**src/rtl/key_debounce_irq.sv**
```systemverilog
// key_debounce_irq: per-channel key synchroniser, debouncer, edge detector and pending/overrun interrupt latch
module key_debounce_irq #(
  parameter int N_KEYS      = 4,
  parameter int DB_CYCLES   = 50,
  parameter int CNT_W       = 16,
  parameter int SYNC_STAGES = 2
) (
  input  logic                sys_clk,
  input  logic                sys_rst_n,
  input  logic [N_KEYS-1:0]   key,
  input  logic [2*N_KEYS-1:0] edge_mode,
  input  logic [N_KEYS-1:0]   irq_clr,
  output logic [N_KEYS-1:0]   key_state,
  output logic [N_KEYS-1:0]   irq_pending,
  output logic [N_KEYS-1:0]   irq_overrun,
  output logic                irq
);
  for (genvar i = 0; i < N_KEYS; i++) begin : g_ch
    logic [SYNC_STAGES-1:0] sync;
    logic [CNT_W-1:0]       cnt;
    logic                   d, pend, ovr, s, hit, ev;
    assign s   = sync[SYNC_STAGES-1];
    assign hit = (s != d) && (cnt == CNT_W'(DB_CYCLES - 1));
    // d still holds the old level here: d=1 means the accepted change is a press
    assign ev  = hit & (d ? edge_mode[2*i] : edge_mode[2*i+1]);
    always_ff @(posedge sys_clk or negedge sys_rst_n)
      if (!sys_rst_n) begin
        sync <= '1;
        cnt  <= '0;
        d    <= 1'b1;
        pend <= 1'b0;
        ovr  <= 1'b0;
      end else begin
        sync <= {sync[SYNC_STAGES-2:0], key[i]};
        cnt  <= (s == d || hit) ? '0 : cnt + 1'b1;
        d    <= hit ? s : d;
        pend <= ev | (pend & ~irq_clr[i]);
        ovr  <= (ev & pend & ~irq_clr[i]) | (ovr & ~irq_clr[i]);
      end
    assign key_state[i]   = ~d;
    assign irq_pending[i] = pend;
    assign irq_overrun[i] = ovr;
  end
  always_ff @(posedge sys_clk or negedge sys_rst_n)
    if (!sys_rst_n) irq <= 1'b0;
    else irq <= |irq_pending;
endmodule

```
**config.mk**
```make
export PLATFORM = sky130hd
export DESIGN_NAME = key_debounce_irq
export DESIGN_NICKNAME = d
export VERILOG_FILES = /design/src/rtl/key_debounce_irq.sv
export SDC_FILE = /design/constraint.sdc
export NUM_CORES = 1
export LEC_CHECK = 0
export ABC_AREA = 0
export CAP_MARGIN = 20
export CORE_AREA = 2 2 120 122
export DETAILED_ROUTE_END_ITERATION = 7
export DIE_AREA = 0 0 122 124
export GPL_TIMING_DRIVEN = 0
export PLACE_DENSITY = 0.5
export SETUP_SLACK_MARGIN = 0.5
export SLEW_MARGIN = 20
export SYNTH_ARGS = -nofsm -noshare
export SYNTH_HDL_FRONTEND = slang
export SYNTH_SLANG_ARGS = --single-unit
```
**constraint.sdc**
```tcl
create_clock -name sys_clk -period 2.65 [get_ports sys_clk]
set_input_delay 0.265 -clock sys_clk [delete_from_list [all_inputs] [get_ports sys_clk]]
set_output_delay 0.265 -clock sys_clk [all_outputs]
set_load 0.01 [all_outputs]
```
==> Word level (Yosys, flattened, before mapping) <==
Cells that the tools add are included.
{ "totals": {"word_cells": 90, "register_bits": 85, "output_inout_bits": 13, "in_bits": 18} }
{ "classes": {"n_reduce_logical": 9, "n_bitwise": 36, "n_mux": 8, "eq_ne": 12, "addsub": 4} }
{ "ops": {"columns": ["operator", "count"], "rows": [
  ["adder 16 x 1 -> 16 bit (second input constant)", 4],
  ["== test 16 x 6 -> 1 bit (second input constant)", 4],
  ["two-way mux 16 bit", 4],
  ["AND 1 bit", 20],
  ["inverter 1 bit", 8],
  ["bitwise OR 1 bit", 8],
  ["== test 1 bit", 4],
  ["logical AND 1 bit", 4],
  ["logical OR 1 bit", 4],
  ["two-way mux 1 bit", 4],
  ["!= test 1 bit", 4],
  ["OR reduction 4 bit", 1]
]} }

==> Longest topological paths before layout <==
{ "depth": {"word_depth": 6, "depth_mapped": 8, "mapped_depth_nobuf": 6} }

==> Worst setup path before layout <==
Ideal clock, no wire load.
{ "synth_timing": {"path_kind": "register to register", "start": "reg g_ch[0].cnt[1]", "end": "reg g_ch[0].cnt[10]", "setup_slack_ns": 1.047, "synth_period_minus_slack_ns": 1.603, "stages_incl_launch_ff": 8, "t_arrival_ns": 1.485, "cell_sequence": "dfrtp_1 -> inv_1 -> ha_1 -> nor4b_1 -> and4_1 -> o21bai_1 -> buf_4 -> nor2_1"} }
{ "synth_via": {"elab_chain_len": 4, "elab_cells_between_ends": 5, "cone_classes": "add/sub (1); eq/ne (1); mux (1); reduce/logical (2)"} }
{ "synth_lines": {"columns": ["element", "line_no", "rtl"], "rows": [
  ["start: declaration", "20", "logic [CNT_W-1:0] cnt;"],
  ["start signal: assignment", "35", "cnt <= (s == d || hit) ? '0 : cnt + 1'b1;"],
  ["parallel branches: the longest is 3 deep, another holds adder 16 x 1 -> 16 bit", null, null],
  ["two-way mux 16 bit *", "35", null]
]} }
Mark *: on every way between the ends.
A chain may end at the register's enable or synchronous reset.

==> Worst setup path after layout <==
{ "layout_timing": {"start": "reg g_ch[0].cnt[1]", "end": "reg g_ch[0].cnt[11]"} }
Same word-level chain as after synthesis.

==> key figures <==
Timing
  • Final WS setup: 0.738 ns
  • Relative slew slack: 65.3%
  • Final worst path period need: 1.91 ns
  • Final hold vios: 0
  • Max Freq: roughly 520 MHz
  • Hold Worst Slack: between 0.3 and 0.4 ns
  • Slew Viols, Final: 0
  • Slew @ Worst Pin: 0.520 ns
  • Fin Setup TNS: 0 ns
  • Final Setup Violations: 0
  • Skew final: 0.00454 ns
  • RSZ-0062 raised after global routing: no
  • Ratio of final minimum period to clock period: 72.2%

Critical path
  • Reg2reg start: g_ch[0].cnt[1]$_DFF_PN0_
  • Crit start category: register
  • Crit path DAT: approximately 2.1 ns
  • Reg2Reg Setup Slack: roughly 0.74 ns
  • Reg2Reg Depth: 7
  • CP max FO: 10
  • Capturing point of the worst reg2reg path: g_ch[0].cnt[11]$_DFF_PN0_
  • Crit end category: register
  • Data required time of the critical path: 2.88 ns
  • Kind of critical path: register to register

Logic synthesis
  • FF+latch count, synth: 85
  • Synthesized area: ~4100 um2
  • Post-Syn Nets: 430
  • Main synth FF type: dfrtp_1
  • Syn Area/Cell: 10.1 um2
  • Yosys Warn Count: 0
  • Netlist cell types: 38
  • Register area share after synthesis: a little over half
  • Post-synth EDFFs: 0
  • Ys async rst share: 100%
  • Post-Synthesis Cells: between 400 and 500

Floorplanning
  • I/O pin cnt: 31
  • Full die area: about 15000 um2
  • Starting Density: 29.7%
  • Core Region: 13700 um2
  • Die height: roughly 120 um
  • Rows: 43
  • Die W: around 120 um

Placed design
  • PortBufs: 30
  • Post-DP Area: roughly 4600 um2
  • Post-DP HPWL: around 5.7 mm
  • Gpl congestion: approximately 0.77
  • Pre-CTS setup slack: ~0.72 ns

GRT
  • First-pass GRT wire length: 13.9 mm
  • Largest net degree at the start of global routing: 48
  • Total Routing Usage GR: a little under an eighth
  • Number of global-route vias before repair: 2879
  • Antenna violations before repair: 0
  • Total grt overflow: 0

Drt
  • Iteration-0 DRC count of the detailed router: approximately 160
  • Vias: roughly 2900
  • Post-Route WL: between 8 and 9 mm
  • Vias per cell: between 4 and 5
  • Initial DRT Pass Iterations: 4
  • WL/cell: about 13 um
  • Post-route ant nets: 0
  • Residual DRC: 0

Clocking
  • Skew-Pair Late Insertion Delay: 0.34 ns
  • Clock sink total: 85
  • Post-CTS resize count: 0
  • Clock Tree Buf Depth: 2
  • Root Buffer: clkbuf_16
  • Clock H-tree levels: 3
  • Clock transition at the registers of the reported paths: ~0.060 ns
  • CTS tree: done
  • CTS Buf Count: 9

Finish
  • Syn-to-layout area delta: 22.7%
  • Final #Nets: roughly 470
  • Post-route cell area: ~5000 um2
  • N_diodes: 0
  • Fraction of layout cells with a size suffix above 1: about an eighth
  • Fillers: ~1400

Power and ir drop
  • Max IR drop VDD: ~0.36 mV
  • LEAKAGE: 1.99 nW
  • PwrDens: between 500 and 600 nW/um2

Min path
  • Hold Path Cell Cnt: 1
  • Hold Path End: g_ch[1].sync[0]$_DFF_PN1_
  • Min-delay src: key[1]
  • Hold WC Path Type: input port to register

Run status
  • Outcome: finished clean

Job
  • Max-cap violations: 0
==> synth_stat cells, types with 3 or more instances <==
cell      number  share of area, %
nor3_1        16               2.0
and4_1         3              0.65
a31oi_1        4              0.61
dfrtp_1       73                45
o21ai_1        4              0.49
nand4_1       14               2.2
dfstp_2       12               7.7
inv_1         22               2.0
nand2_1       21               1.9
o21ai_0        8              0.98
xnor2_1       43               9.3
nor2_1        74               6.8
ha_1           8               2.5
buf_2          4              0.49
nor4b_1        3              0.65
buf_4         11               2.0
nor4bb_1       4              0.98
nor4_1        18               2.8
xor2_1        12               2.6
nand3_1       22               2.7
and3_1         3              0.46
==> final cells by class <==
cell class | instances | area, um2 | share of cell area [%]
timing repair buffer | 32 | 335 | 6.72
buffer | 15 | 103 | 2.06
multi-input combinational | 282 | 1740 | 34.9
inverter | 22 | 82.6 | 1.65
sequential | 85 | 2140 | 42.9
clock inverter | 7 | 138 | 2.76
tap | 180 | 225 | 4.51
clock buffer | 9 | 225 | 4.51
==> critical path, stage by stage, from the launching register on <==
cell	delay, ns
dfrtp_1	0.41
inv_1	0.07
ha_1	0.14
nor4b_1	0.20
and4_1	0.34
o21bai_1	0.30
buf_4	0.28
nor2_1	0.07
==> through the flow <==
step | power (mW) | utilization (%) | std cells
3_5_place_dp | 1.49 | 33.7 | 615
2_1_floorplan | 1.42 | - | 404
6_report | 2.99 | 36.4 | 632
5_1_grt | 3.10 | 36.4 | 632
4_1_cts | 3.04 | 36.4 | 632
3_3_place_gp | 1.49 | 33.5 | 614
==> logic make-up after synthesis <==
logic type	synth area share (%)
flip-flops	52.6
AND/OR/NAND/NOR	24.7
AO/OA/AOI/OAI	3.81
adder cells (fa/ha/maj)	2.46
buffers and inverters	4.55
XOR/XNOR	11.8
==> how the worst max path moves through the flow <==
stage          slack (ns)                        end                     start
6_report             0.74  g_ch[0].cnt[11]$_DFF_PN0_  g_ch[0].cnt[1]$_DFF_PN0_
4_1_cts              0.70  g_ch[0].cnt[14]$_DFF_PN0_  g_ch[0].cnt[1]$_DFF_PN0_
5_1_grt              0.53  g_ch[0].cnt[14]$_DFF_PN0_  g_ch[0].cnt[1]$_DFF_PN0_
2_1_floorplan        1.05  g_ch[0].cnt[10]$_DFF_PN0_  g_ch[0].cnt[1]$_DFF_PN0_
3_5_place_dp         0.72  g_ch[0].cnt[14]$_DFF_PN0_  g_ch[0].cnt[1]$_DFF_PN0_
3_3_place_gp        -1.82   g_ch[1].cnt[1]$_DFF_PN0_                 sys_rst_n
==> registers in the layout, summed over array words and instances, names as in the netlist <==
signal     flops
g_ch.ovr       4
g_ch.cnt      64
g_ch.sync      8
g_ch.pend      4
g_ch.d         4
irq            1
==> per-layer routing <==
metal | GRT usage, % | up-vias | part of all wire (%)
li1 | - | 1448 | -
met1 | 15.5 | 1396 | 49
met2 | 18.6 | 39 | 46
met3 | 3.16 | 9 | 3.6
met4 | 4.31 | 0 | 1.7
met5 | 0 | - | 0
==> where the power goes <==
group	leakage, nW	total, mW	internal (mW)	switching (mW)
sequential	1.14	1.35	1.32	0.0231
clock	0.175	1.52	1.01	0.507
combinational	0.679	0.121	0.0549	0.0662
total	1.99	2.99	2.39	0.597
==> what timing repair did <==
item / in CTS / in global routing
endpoints found under the hold margin: 35 / 0
hold buffers: 1 / 0
setup buffers: 0 / 0
==> placed cells by master, fill, tap and decap left out, types with 14 or more instances in the layout <==
cell             count
nor2_1              74
inv_1               22
xnor2_1             43
dfrtp_1             73
nor3_1              16
clkdlybuf4s50_1     29
nand4_1             14
nand3_1             22
nor4_1              18
nand2_1             21
Power figures use the tool's default switching activity.
